### src/rtl/pipe_control_unit.sv
// Pipelined control unit: decodes the ID opcode into a control bundle and carries it
// through ID/EX, EX/MEM and MEM/WB, with load-use stall and branch/jump flush.
module pipe_control_unit #(
  parameter int ALUOP_W    = 2,
  parameter int REG_ADDR_W = 5,
  parameter int ENABLE_IMM = 1,
  parameter int ENABLE_BNE = 1
) (
  input  logic                  clk,
  input  logic                  rst_n,
  input  logic                  id_valid_i,
  input  logic [5:0]            id_opcode_i,
  input  logic [REG_ADDR_W-1:0] id_rs_i,
  input  logic [REG_ADDR_W-1:0] id_rt_i,
  input  logic                  branch_taken_i,
  output logic                  stall_o,
  output logic                  if_flush_o,
  output logic                  id_jump_o,
  output logic                  ex_regdst_o,
  output logic                  ex_alusrc_o,
  output logic [ALUOP_W-1:0]    ex_aluop_o,
  output logic                  ex_illegal_o,
  output logic                  mem_branch_o,
  output logic                  mem_branch_ne_o,
  output logic                  mem_read_o,
  output logic                  mem_write_o,
  output logic                  wb_regwrite_o,
  output logic                  wb_memtoreg_o
);

  localparam logic [5:0] OP_R    = 6'b000000;
  localparam logic [5:0] OP_LW   = 6'b100011;
  localparam logic [5:0] OP_SW   = 6'b101011;
  localparam logic [5:0] OP_BEQ  = 6'b000100;
  localparam logic [5:0] OP_BNE  = 6'b000101;
  localparam logic [5:0] OP_J    = 6'b000010;
  localparam logic [5:0] OP_ADDI = 6'b001000;
  localparam logic [5:0] OP_ANDI = 6'b001100;
  localparam logic [5:0] OP_ORI  = 6'b001101;
  localparam logic [5:0] OP_SLTI = 6'b001010;

  localparam logic [ALUOP_W-1:0] ALU_ADD = ALUOP_W'(2'b00);
  localparam logic [ALUOP_W-1:0] ALU_SUB = ALUOP_W'(2'b01);
  localparam logic [ALUOP_W-1:0] ALU_R   = ALUOP_W'(2'b10);
  localparam logic [ALUOP_W-1:0] ALU_LOG = ALUOP_W'(2'b11);

  typedef struct packed {
    logic regwrite;
    logic memtoreg;
  } wb_t;

  typedef struct packed {
    logic branch;
    logic branch_ne;
    logic mem_read;
    logic mem_write;
  } mem_t;

  typedef struct packed {
    logic               regdst;
    logic               alusrc;
    logic [ALUOP_W-1:0] aluop;
    logic               illegal;
  } ex_t;

  typedef struct packed {
    ex_t  ex;
    mem_t mem;
    wb_t  wb;
  } id_ex_t;

  typedef struct packed {
    mem_t mem;
    wb_t  wb;
  } ex_mem_t;

  id_ex_t                dec;
  id_ex_t                id_ex;
  ex_mem_t               ex_mem;
  wb_t                   mem_wb;
  logic [REG_ADDR_W-1:0] ex_rt;

  logic is_r, is_lw, is_sw, is_beq, is_bne;
  logic is_j, is_addi, is_logi;
  logic uses_rt, hazard, bubble;

  always_comb begin
    is_r    = id_opcode_i == OP_R;
    is_lw   = id_opcode_i == OP_LW;
    is_sw   = id_opcode_i == OP_SW;
    is_beq  = id_opcode_i == OP_BEQ;
    is_bne  = (id_opcode_i == OP_BNE) && (ENABLE_BNE != 0);
    is_j    = id_opcode_i == OP_J;
    is_addi = (id_opcode_i == OP_ADDI) && (ENABLE_IMM != 0);
    is_logi = ((id_opcode_i == OP_ANDI) ||
               (id_opcode_i == OP_ORI) ||
               (id_opcode_i == OP_SLTI)) && (ENABLE_IMM != 0);
  end

  always_comb begin
    dec = '0;
    unique case (1'b1)
      is_r: begin
        dec.ex.regdst   = 1'b1;
        dec.ex.aluop    = ALU_R;
        dec.wb.regwrite = 1'b1;
      end
      is_lw: begin
        dec.ex.alusrc    = 1'b1;
        dec.ex.aluop     = ALU_ADD;
        dec.mem.mem_read = 1'b1;
        dec.wb.memtoreg  = 1'b1;
        dec.wb.regwrite  = 1'b1;
      end
      is_sw: begin
        dec.ex.alusrc     = 1'b1;
        dec.ex.aluop      = ALU_ADD;
        dec.mem.mem_write = 1'b1;
      end
      is_beq: begin
        dec.ex.aluop   = ALU_SUB;
        dec.mem.branch = 1'b1;
      end
      is_bne: begin
        dec.ex.aluop      = ALU_SUB;
        dec.mem.branch_ne = 1'b1;
      end
      is_j: ;
      is_addi: begin
        dec.ex.alusrc   = 1'b1;
        dec.ex.aluop    = ALU_ADD;
        dec.wb.regwrite = 1'b1;
      end
      is_logi: begin
        dec.ex.alusrc   = 1'b1;
        dec.ex.aluop    = ALU_LOG;
        dec.wb.regwrite = 1'b1;
      end
      default: dec.ex.illegal = 1'b1;
    endcase
  end

  // ex_rt is cleared on bubbles, so a stalled load cannot re-trigger the hazard
  always_comb begin
    uses_rt = is_r | is_sw | is_beq | (id_opcode_i == OP_BNE);
    hazard  = id_valid_i & id_ex.mem.mem_read & (ex_rt != '0) &
              ((ex_rt == id_rs_i) | (uses_rt & (ex_rt == id_rt_i)));
    stall_o    = hazard & ~branch_taken_i;
    id_jump_o  = id_valid_i & is_j & ~branch_taken_i;
    if_flush_o = id_jump_o | branch_taken_i;
    bubble     = branch_taken_i | stall_o | ~id_valid_i | is_j;
  end

  always_ff @(posedge clk or negedge rst_n) begin
    if (!rst_n) begin
      id_ex <= '0;
      ex_rt <= '0;
    end else if (bubble) begin
      id_ex <= '0;
      ex_rt <= '0;
    end else begin
      id_ex <= dec;
      ex_rt <= id_rt_i;
    end
  end

  always_ff @(posedge clk or negedge rst_n) begin
    if (!rst_n) begin
      ex_mem <= '0;
    end else if (branch_taken_i) begin
      ex_mem <= '0;
    end else begin
      ex_mem.mem <= id_ex.mem;
      ex_mem.wb  <= id_ex.wb;
    end
  end

  always_ff @(posedge clk or negedge rst_n) begin
    if (!rst_n) mem_wb <= '0;
    else        mem_wb <= ex_mem.wb;
  end

  always_comb begin
    ex_regdst_o     = id_ex.ex.regdst;
    ex_alusrc_o     = id_ex.ex.alusrc;
    ex_aluop_o      = id_ex.ex.aluop;
    ex_illegal_o    = id_ex.ex.illegal;
    mem_branch_o    = ex_mem.mem.branch;
    mem_branch_ne_o = ex_mem.mem.branch_ne;
    mem_read_o      = ex_mem.mem.mem_read;
    mem_write_o     = ex_mem.mem.mem_write;
    wb_regwrite_o   = mem_wb.regwrite;
    wb_memtoreg_o   = mem_wb.memtoreg;
  end

endmodule

### config.mk
export PLATFORM = sky130hd
export DESIGN_NAME = pipe_control_unit
export DESIGN_NICKNAME = d
export VERILOG_FILES = /design/src/rtl/pipe_control_unit.sv
export SDC_FILE = /design/constraint.sdc
export NUM_CORES = 1
export LEC_CHECK = 0
export CAP_MARGIN = 20
export CORE_MARGIN = 4
export CORE_UTILIZATION = 44
export DETAILED_ROUTE_END_ITERATION = 7
export HOLD_SLACK_MARGIN = 0.15
export PLACE_DENSITY = 0.76
export SLEW_MARGIN = 25
export SYNTH_ARGS = -nofsm -noshare
export SYNTH_HDL_FRONTEND = slang
export SYNTH_SLANG_ARGS = --single-unit
### constraint.sdc
create_clock -name clk -period 2.05 [get_ports clk]
set_clock_uncertainty 0.05 [all_clocks]
set_input_delay 0.205 -clock clk [delete_from_list [all_inputs] [get_ports clk]]
set_output_delay 0.205 -clock clk [all_outputs]
set_load 0.03 [all_outputs]
==> flow_summary.json, run 1 <==
{
  "outcome": "finished, violations left",
  "violations": "setup timing",
  "synthArstFlopShare_pct": 100.0,
  "wirelength_um": 2886,
  "yosysWarnings": 0,
  "cp-end-kind": "output pin",
  "fp.dieW_um": 57.83,
  "fin_ws_ns": -0.04225,
  "synthMuxAreaShare_pct": 0.9164,
  "ant_nets": 0,
  "clk_latency_ns": 0.32,
  "crit_family": "compound AO/OA/AOI/OAI gates",
  "max_freq_mhz": 478.0,
  "crit_slowest_cell": "dfrtp_1",
  "clockBufferDepth": 2,
  "maxSlewHeadroom_pct": 74.46,
  "place_congestion": 0.8552,
  "rows": 17,
  "dpl-instance-area_mm2": 0.001555,
  "gr-total-overflow": 0,
  "clk_pin_slew_ns": 0.13,
  "p_leak_nw": 0.7837,
  "critPathLaunchType": "register",
  "synth_cell_type_count": 31,
  "cts_made_buffers": 3,
  "crit_fanout": 2,
  "start_util_pct": 47.55,
  "crit_buf_inv": 1,
  "routedWlPerCell_um": 15.43,
  "grt_pass1_vias": 1020,
  "grt_setup_unrepaired": "yes",
  "synth-simple-area-share_pct": 23.60,
  "switching_share_pct": 24.64,
  "htreeDepth": 1,
  "slowest_delay_ns": 0.41,
  "dieArea_mm2": 0.003344,
  "synth_edf_count": 0,
  "switchingPower_w": 0.0002379,
  "ioPinCount": 34,
  "grt_pass1_wl_um": 4692,
  "worstHoldPathType": "in -> async",
  "internal_power_w": 0.0007277,
  "ff_latch_area_um2": 550.5,
  "antennaDiodeCount": 0,
  "synth_top_family_by_area": "simple AND/OR/NAND/NOR gates",
  "syn_nets": 129,
  "drive_above_1_share_pct": 28.93,
  "timing.final.crit_share_pct": 102.1,
  "path_class": "reg -> out",
  "synth_cells": 109,
  "multiInputGateArea_um2": 514.2,
  "syn_avg_cell_area_um2": 10.02,
  "finalHoldViolCount": 0,
  "pwr-share-comb_pct": 18.5,
  "crit_required_ns": 1.79,
  "layout.nets": 180,
  "period_minus_slack_ns": 2.092,
  "power_density_mw_per_mm2": 573.8,
  "cts_tree": "yes",
  "synth-seq-cells": 22,
  "fill_cells": 163,
  "worstMarginPinSlew_ns": 0.3821,
  "power.total_w": 0.0009656,
  "syn_area_mm2": 0.001092,
  "power_frac_seq_pct": 46.0,
  "track_usage_pct": 18.57,
  "grt_max_degree": 23,
  "pre_cts_ws_ns": -0.09137,
  "maxCapViolations": 0,
  "synth_compound_gate_area_share_pct": 9.737,
  "cts_sinks": 22,
  "arrival_ns": 1.84,
  "post-route-drc-count": 0,
  "core_area_mm2": 0.002297,
  "synthAdderAreaFrac_pct": 0,
  "die_h_um": 57.83,
  "setup_viol": 2,
  "stdcell_area_mm2": 0.001683,
  "ys_seq_area_share_pct": 50.40,
  "ir_drop_mv": 0.4277,
  "clkPwrFrac_pct": 35.5,
  "root_buffer": "clkbuf_4",
  "dr.pass1.iters": 4,
  "hpwl_um": 2092,
  "io_buffers": 33,
  "synth-xor-area-share_pct": 8.018,
  "slew_viol_final": 0,
  "drt_iter0_markers": 16,
  "antenna_found_initial": 0,
  "synth_ff_type": "dfrtp_1",
  "viasPerCell": 5.171,
  "routed-via-count": 967,
  "crit_chain": "or3_1 -> o311a_1 -> o2111ai_2 -> a21oi_2 -> buf_6",
  "syn2layout_area_growth_pct": 54.07
}
==> cell families (layout without fill, tap and decap cells) <==
| kind of cell | Yosys count | after routing |
|---|---|---|
| AND/OR/NAND/NOR | 44 | 44 |
| flip-flops | 22 | 22 |
| buffers and inverters | 17 | 67 |
| AO/OA/AOI/OAI | 15 | 15 |
| XOR/XNOR | 10 | 10 |
| multiplexers | 1 | 1 |
==> cell type report <==
class,count,area share (%)
clock buffers,3,1.338
well taps,28,2.082
inverters,10,2.230
repair buffers,53,29.29
clock inverters,1,1.784
multi-input cells,70,30.56
flip-flops and latches,22,32.71
==> state kept, by name, summed over array words and instances (netlist names) <==
register and count:
ex_rt 5, id_ex 5, ex_aluop_o 2, ex_alusrc_o 1, ex_illegal_o 1, ex_mem 1, ex_regdst_o 1, mem_branch_ne_o 1
mem_branch_o 1, mem_read_o 1, mem_write_o 1, wb_memtoreg_o 1, wb_regwrite_o 1
==> power by group through the flow <==
stage | clock network [W] | logic, W | registers [W]
after floorplan | 0 | 0.0000638 | 0.000457
after global placement | 0 | 0.000161 | 0.000452
after detailed placement | 0 | 0.000166 | 0.000453
after CTS | 0.000343 | 0.000175 | 0.000444
after global routing | 0.000369 | 0.000193 | 0.000446
final | 0.000343 | 0.000179 | 0.000444
==> per-stage QoR <==
stage | utilization [%] | setup TNS [ns] | hold WS (ns) | cells
global placement | 67.70 | -0.02127 | 0.2824 | 181
finish | 73.26 | -0.04304 | 0.1652 | 187
CTS | 72.28 | -0.02497 | 0.1727 | 187
floorplan | - | 0 | -0.1406 | 109
detailed placement | 67.70 | -0.09137 | 0.3082 | 181
global route | 73.26 | -0.3655 | 0.1717 | 187
==> cells in the mapped netlist (2+ instances only) <==
library cell   n  area share, %
xnor2_1        2            1.6
xor2_1         8            6.4
o21ai_0        2           0.92
nor2b_1        5            2.9
or3_1          2            1.1
nor3_1         3            1.4
buf_4          2            1.4
a21oi_1        5            2.3
nand2_1        3            1.0
inv_1         10            3.4
dfrtp_1       22             50
clkbuf_1       3            1.0
nor4_1         6            3.4
nor3_2         4            3.7
nor2_1        12            4.1
or2_2          2            1.1
nand2b_1       4            2.3
==> path summary, 6_finish.rpt <==
path                                            to  slack, ns  depth (start not counted)                 from
setup / recovery                           stall_o      -0.04                          5   ex_rt[0]$_DFF_PN0_
hold / removal             wb_memtoreg_o$_DFF_PN0_       0.17                          2                rst_n
setup reg to reg                id_ex[4]$_DFF_PN0_          0                          7   ex_rt[0]$_DFF_PN0_
hold reg to reg            wb_regwrite_o$_DFF_PN0_       0.33                          0  ex_mem[1]$_DFF_PN0_
max in group asynchronous    ex_alusrc_o$_DFF_PN0_       1.56                          2                rst_n
min in group clk           wb_regwrite_o$_DFF_PN0_       0.33                          0  ex_mem[1]$_DFF_PN0_
==> cell usage in the layout, fill, tap and decap left out, types with 2 or more instances in the layout <==
| master | netlist | final |
|---|---|---|
| inv_1 | 10 | 10 |
| a21oi_1 | 5 | 4 |
| nand2_1 | 3 | 3 |
| or3_1 | 2 | 2 |
| nand2b_1 | 4 | 4 |
| nor3_2 | 4 | 7 |
| xnor2_1 | 2 | 2 |
| or2_2 | 2 | 2 |
| clkbuf_4 | 0 | 3 |
| buf_4 | 2 | 20 |
| xor2_1 | 8 | 7 |
| clkdlybuf4s50_1 | 0 | 30 |
| nor4_2 | 0 | 4 |
| dfrtp_1 | 22 | 22 |
| buf_6 | 1 | 2 |
| nor2b_1 | 5 | 5 |
| nor2_1 | 12 | 12 |
| o21ai_0 | 2 | 2 |
| nor4_1 | 6 | 2 |
| a21oi_2 | 1 | 2 |
==> routing by layer <==
metal | vias up | routed length (um) | track usage (%)
li1 | 460 | - | -
met1 | 461 | 1112 | 20.87
met2 | 37 | 1527 | 32.58
met3 | 9 | 166 | 4.009
met4 | 0 | 80 | 9.934
met5 | - | 0 | 0
==> what timing repair did <==
item,4_1_cts,5_1_grt
pin swaps,4,0
gates resized for setup,8,4
setup buffers,2,0
hold endpoints to repair,0,0
setup endpoints to repair,1,10
hold buffers,0,0
No activity file was read; power rests on OpenSTA's default activity.
==> inputs of run 2 (changes only) <==
CORE_UTILIZATION = 40   (was 44)
PLACE_DENSITY = 0.7   (was 0.76)
==> run 2 against run 1 <==
Effect of this change: the run now ends clean; core utilization fell by 8.9 points; routed wire length fell by 16%; sequential share of layout area up 0.87 points; first-iteration DRC count increased by 25%; hold slack improved by 0.018 ns; final cell count increased by 0.53%; critical path type unchanged; sequential power hardly changed; non-clock buffer count fell by 1; clock-buffer cell count unchanged.
==> flow_summary.json, run 2 (synthesized netlist as in run 1, its figures left out) <==
{
  "power_density_mw_per_mm2": 572.8,
  "crit_fanout": 3,
  "fp.dieW_um": 60.26,
  "maxSlewHeadroom_pct": 76.03,
  "met2_usage_pct": 23.46,
  "routedWlPerCell_um": 12.90,
  "die_h_um": 60.26,
  "regToRegSetupSlack_ns": 0.12,
  "start_util_pct": 42.92,
  "finish.utilization_pct": 64.41,
  "antennaDiodeCount": 0,
  "root_buffer": "clkbuf_4",
  "timing.final.crit_share_pct": 99.49,
  "drt_iter0_markers": 20,
  "final_cell_mix": "clkdlybuf4s50_1 (30), dfrtp_1 (22), buf_4 (20), nor2_1 (12), inv_1 (10)",
  "arrival_ns": 1.78,
  "gr-total-overflow": 0,
  "r2r-start": "ex_rt[1]$_DFF_PN0_",
  "cp-end-kind": "output pin",
  "syn2layout_area_growth_pct": 50.06,
  "setup_viol": 0,
  "path_class": "reg -> out",
  "final_common_cell": "clkdlybuf4s50_1",
  "crit_slowest_cell": "dfrtp_1",
  "crit_buf_inv": 1,
  "clk_latency_ns": 0.31,
  "timing.rr.end": "id_ex[1]$_DFF_PN0_",
  "clk_pin_slew_ns": 0.12,
  "track_usage_pct": 15.11,
  "max_freq_mhz": 490.3,
  "rows": 18,
  "use_met1_pct": 19.28,
  "slew_viol_final": 0,
  "ir_drop_mv": 0.6039,
  "maxCapViolations": 0,
  "slowest_delay_ns": 0.42,
  "drive_above_1_share_pct": 24.05,
  "stdcell_area_mm2": 0.001639,
  "dpl-instance-area_mm2": 0.001535,
  "routed-via-count": 938,
  "grt_pass1_wl_um": 4064,
  "outcome": "completed",
  "core_area_mm2": 0.002545,
  "clockBufferDepth": 2,
  "grt_pass1_vias": 924,
  "dieArea_mm2": 0.003631,
  "io_buffers": 33,
  "grt_setup_unrepaired": "yes",
  "crit_required_ns": 1.79,
  "cts_tree": "yes",
  "p_leak_nw": 0.7753,
  "crit_family": "compound AO/OA/AOI/OAI gates",
  "setup_tns_ns": 0,
  "wirelength_um": 2426,
  "ant_nets": 0,
  "ioPinCount": 34,
  "period_minus_slack_ns": 2.040,
  "worstHoldPathType": "in -> async",
  "post-route-drc-count": 0,
  "viasPerCell": 4.989,
  "critPathLaunchType": "register",
  "crit_chain": "or3_1 -> o311a_1 -> o2111ai_2 -> a21oi_2 -> buf_6",
  "grt_max_degree": 23,
  "dr.pass1.iters": 4,
  "finalHoldViolCount": 0,
  "place_congestion": 0.9269,
  "worstMarginPinSlew_ns": 0.3505,
  "grt-busiest-layer": "met2",
  "cts_made_buffers": 3,
  "cts_sinks": 22,
  "reg2reg_depth": 7,
  "htreeDepth": 1,
  "hpwl_um": 1830,
  "antenna_found_initial": 0,
  "layout.nets": 179,
  "use_met3_pct": 4.104
}
==> run 2: repair_timing <==
item | in CTS | in global routing
setup buffers | 4 | 0
resized for setup | 3 | 1
pin swaps | 1 | 1
endpoints found under the setup margin | 1 | 8
hold buffers | 0 | 0
endpoints found under the hold margin | 0 | 0
==> run 2: where the power goes <==
part | switching, W | internal (W) | leakage, nW
Clock | 0.000130 | 0.000198 | 0.0279
Combinational | 0.0000807 | 0.0000856 | 0.444
Sequential | 0.00000441 | 0.000441 | 0.304
Total | 0.000215 | 0.000724 | 0.775
==> run 2: worst max path at each step <==
| stage | from | to | slack (ns) | depth (start not counted) |
|---|---|---|---|---|
| finish | ex_rt[1]$_DFF_PN0_ | stall_o | 0.01 | 5 |
| global route | ex_rt[4]$_DFF_PN0_ | stall_o | -0.12 | 5 |
| CTS | ex_rt[1]$_DFF_PN0_ | stall_o | -0.03 | 5 |
| detailed placement | id_opcode_i[2] | stall_o | -0.006 | 7 |
| global placement | id_opcode_i[2] | stall_o | -0.04 | 7 |
| floorplan | id_opcode_i[2] | id_jump_o | 0.02 | 4 |
==> run 2: per-layer routing <==
| layer | share of wire, % | vias up |
|---|---|---|
| met5 | 0 | - |
| met4 | 1.9 | 0 |
| met3 | 6.6 | 6 |
| met2 | 50 | 34 |
| met1 | 42 | 435 |
| li1 | - | 463 |
==> run 2: cell type report <==
class / instances / area [um^2]
multi-input combinational: 70 / 479.2
clock inverter: 1 / 30.03
clock buffer: 3 / 22.52
timing repair buffer: 52 / 481.7
inverter: 10 / 37.54
fill: 219 / 905.9
sequential: 22 / 550.5
tap: 30 / 37.54
==> run 2: metrics by stage <==
stage	setup slack, ns	hold slack (ns)	power (W)	instances
global route	-0.1194	0.1975	0.0009904	188
floorplan	0.02125	-0.1406	0.0005210	109
detailed placement	-0.006195	0.2920	0.0006137	180
CTS	-0.03007	0.1879	0.0009495	188
global placement	-0.03722	0.2883	0.0006105	180
finish	0.01040	0.1831	0.0009388	188
==> inputs of run 3 (changes only) <==
CTS_BUF_LIST = sky130_fd_sc_hd__clkbuf_4 sky130_fd_sc_hd__clkbuf_8   (was default)
PLACE_DENSITY = default   (was 0.7)
PLACE_DENSITY_LB_ADDON = 0.1   (was default)
clock period = 1.9 ns   (was 2.05 ns; I/O delays follow)
==> run 3 against run 2 <==
Effect of this change: the run now ends with setup timing left; combinational power rose by 31%; non-clock buffer count grew 12; sequential cell count is the same; critical path type unchanged; largest power group unchanged; highest routed layer unchanged.
==> flow_summary.json, run 3 (synthesized netlist as in run 1, its figures left out) <==
{
  "routedWlPerCell_um": 13.33,
  "violations": "setup timing",
  "drive_above_1_share_pct": 32.35,
  "crit_required_ns": 1.66,
  "setup_viol": 16,
  "ioPinCount": 34,
  "fin_ws_ns": -0.2437,
  "viasPerCell": 5.010,
  "layout.nets": 191,
  "rows": 18,
  "final_common_cell": "clkdlybuf4s50_1",
  "arrival_ns": 1.90,
  "start_util_pct": 42.92,
  "max_freq_mhz": 466.5,
  "critPathLaunchType": "register",
  "period_minus_slack_ns": 2.144,
  "core_area_mm2": 0.002545,
  "crit_fanout": 2,
  "outcome": "finished, violations left",
  "ir_drop_mv": 0.4208,
  "root_buffer": "clkbuf_4",
  "place_congestion": 0.8461,
  "gr-total-overflow": 0,
  "dpl-instance-area_mm2": 0.001602,
  "antennaDiodeCount": 0,
  "grt_max_degree": 23,
  "grt_pass1_vias": 1010,
  "antenna_found_initial": 0,
  "cp-end-kind": "output pin",
  "fin_hold_ws_ns": 0.3294,
  "finish.utilization_pct": 73.01,
  "dieArea_mm2": 0.003631,
  "wirelength_um": 2666,
  "clk_latency_ns": 0.31,
  "htreeDepth": 1,
  "syn2layout_area_growth_pct": 70.10,
  "final_cell_mix": "clkdlybuf4s50_1 (29), buf_4 (24), dfrtp_1 (22), nor2_1 (12), inv_1 (10)",
  "io_buffers": 33,
  "power_density_mw_per_mm2": 570.4,
  "drt_iter0_markers": 12,
  "worstMarginPinSlew_ns": 0.3706,
  "timing.final.crit_share_pct": 112.8,
  "finalHoldViolCount": 0,
  "fill_cells": 191,
  "hpwl_um": 1940,
  "post-route-drc-count": 0,
  "path_class": "reg -> out",
  "ant_nets": 0,
  "grt_setup_unrepaired": "yes",
  "stdcell_area_mm2": 0.001858,
  "die_h_um": 60.26,
  "routed-via-count": 1002,
  "grt_pass1_wl_um": 4257,
  "maxSlewHeadroom_pct": 74.65,
  "worstHoldPathType": "reg -> reg",
  "slew_viol_final": 0,
  "fp.dieW_um": 60.26,
  "setup_tns_ns": -2.614,
  "maxCapViolations": 0,
  "clk_pin_slew_ns": 0.12,
  "cts_tree": "yes",
  "cts_made_buffers": 3,
  "track_usage_pct": 15.77,
  "dr.pass1.iters": 4,
  "cts_sinks": 22,
  "clockBufferDepth": 2,
  "p_leak_nw": 0.8804,
  "regToRegSetupSlack_ns": -0.22
}
==> run 3: final cells by class <==
class / count / area, um^2 / area share, %
Tap cell: 30 / 37.54 / 2.020
Clock buffer: 3 / 22.52 / 1.212
Multi-Input combinational cell: 70 / 566.8 / 30.51
Sequential cell: 22 / 550.5 / 29.63
Inverter: 10 / 37.54 / 2.020
Clock inverter: 1 / 30.03 / 1.616
Timing Repair Buffer: 64 / 613.1 / 33.00
==> run 3: what timing repair did <==
action,4_1_cts,5_1_grt
pin swaps,3,5
setup endpoints to repair,4,16
hold buffers,1,0
resized for setup,10,13
hold endpoints to repair,9,0
setup buffers,2,4
cloned,0,1
==> run 3: worst paths after layout <==
kind,from,end,depth (start not counted)
worst max register to register,ex_rt[0]$_DFF_PN0_,id_ex[4]$_DFF_PN0_,9
worst min-delay path,ex_mem[1]$_DFF_PN0_,wb_regwrite_o$_DFF_PN0_,0
max in group asynchronous,rst_n,id_ex[5]$_DFF_PN0_,3
worst min register to register,ex_mem[1]$_DFF_PN0_,wb_regwrite_o$_DFF_PN0_,0
worst max-delay path,ex_rt[0]$_DFF_PN0_,stall_o,6
min in group asynchronous,rst_n,id_ex[4]$_DFF_PN0_,3
==> run 3: where the power goes <==
group | switching (W) | leakage [nW] | internal [W]
clock | 0.000150 | 0.0279 | 0.000213
sequential | 0.00000419 | 0.304 | 0.000475
combinational | 0.000105 | 0.549 | 0.000112
==> run 3: critical path: stages (launching register included) <==
cell	delay [ns]
dfrtp_1	0.42
or3_1	0.39
o311a_1	0.34
nand4_2	0.11
buf_4	0.13
a21oi_2	0.06
buf_6	0.14
==> run 3: metrics by stage <==
step	worst slack (ns)	cells	power, W
floorplan	0.08308	109	0.0005629
global placement	-0.1845	188	0.0006710
detailed placement	-0.1826	188	0.0006737
CTS	-0.2664	195	0.001049
global route	-0.3265	200	0.001109
finish	-0.2437	200	0.001060
==> run 3: per-layer routing <==
layer  global-route usage (%)  share of wire (%)  routed length (um)  up-vias
met1                    18.18                 39                1046      480
met2                    28.40                 54                1452       28
met4                    6.646                1.7                  44        0
li1                         -                  -                   -      490
met5                        0                  0                   0        -
met3                    2.592                4.6                 122        4
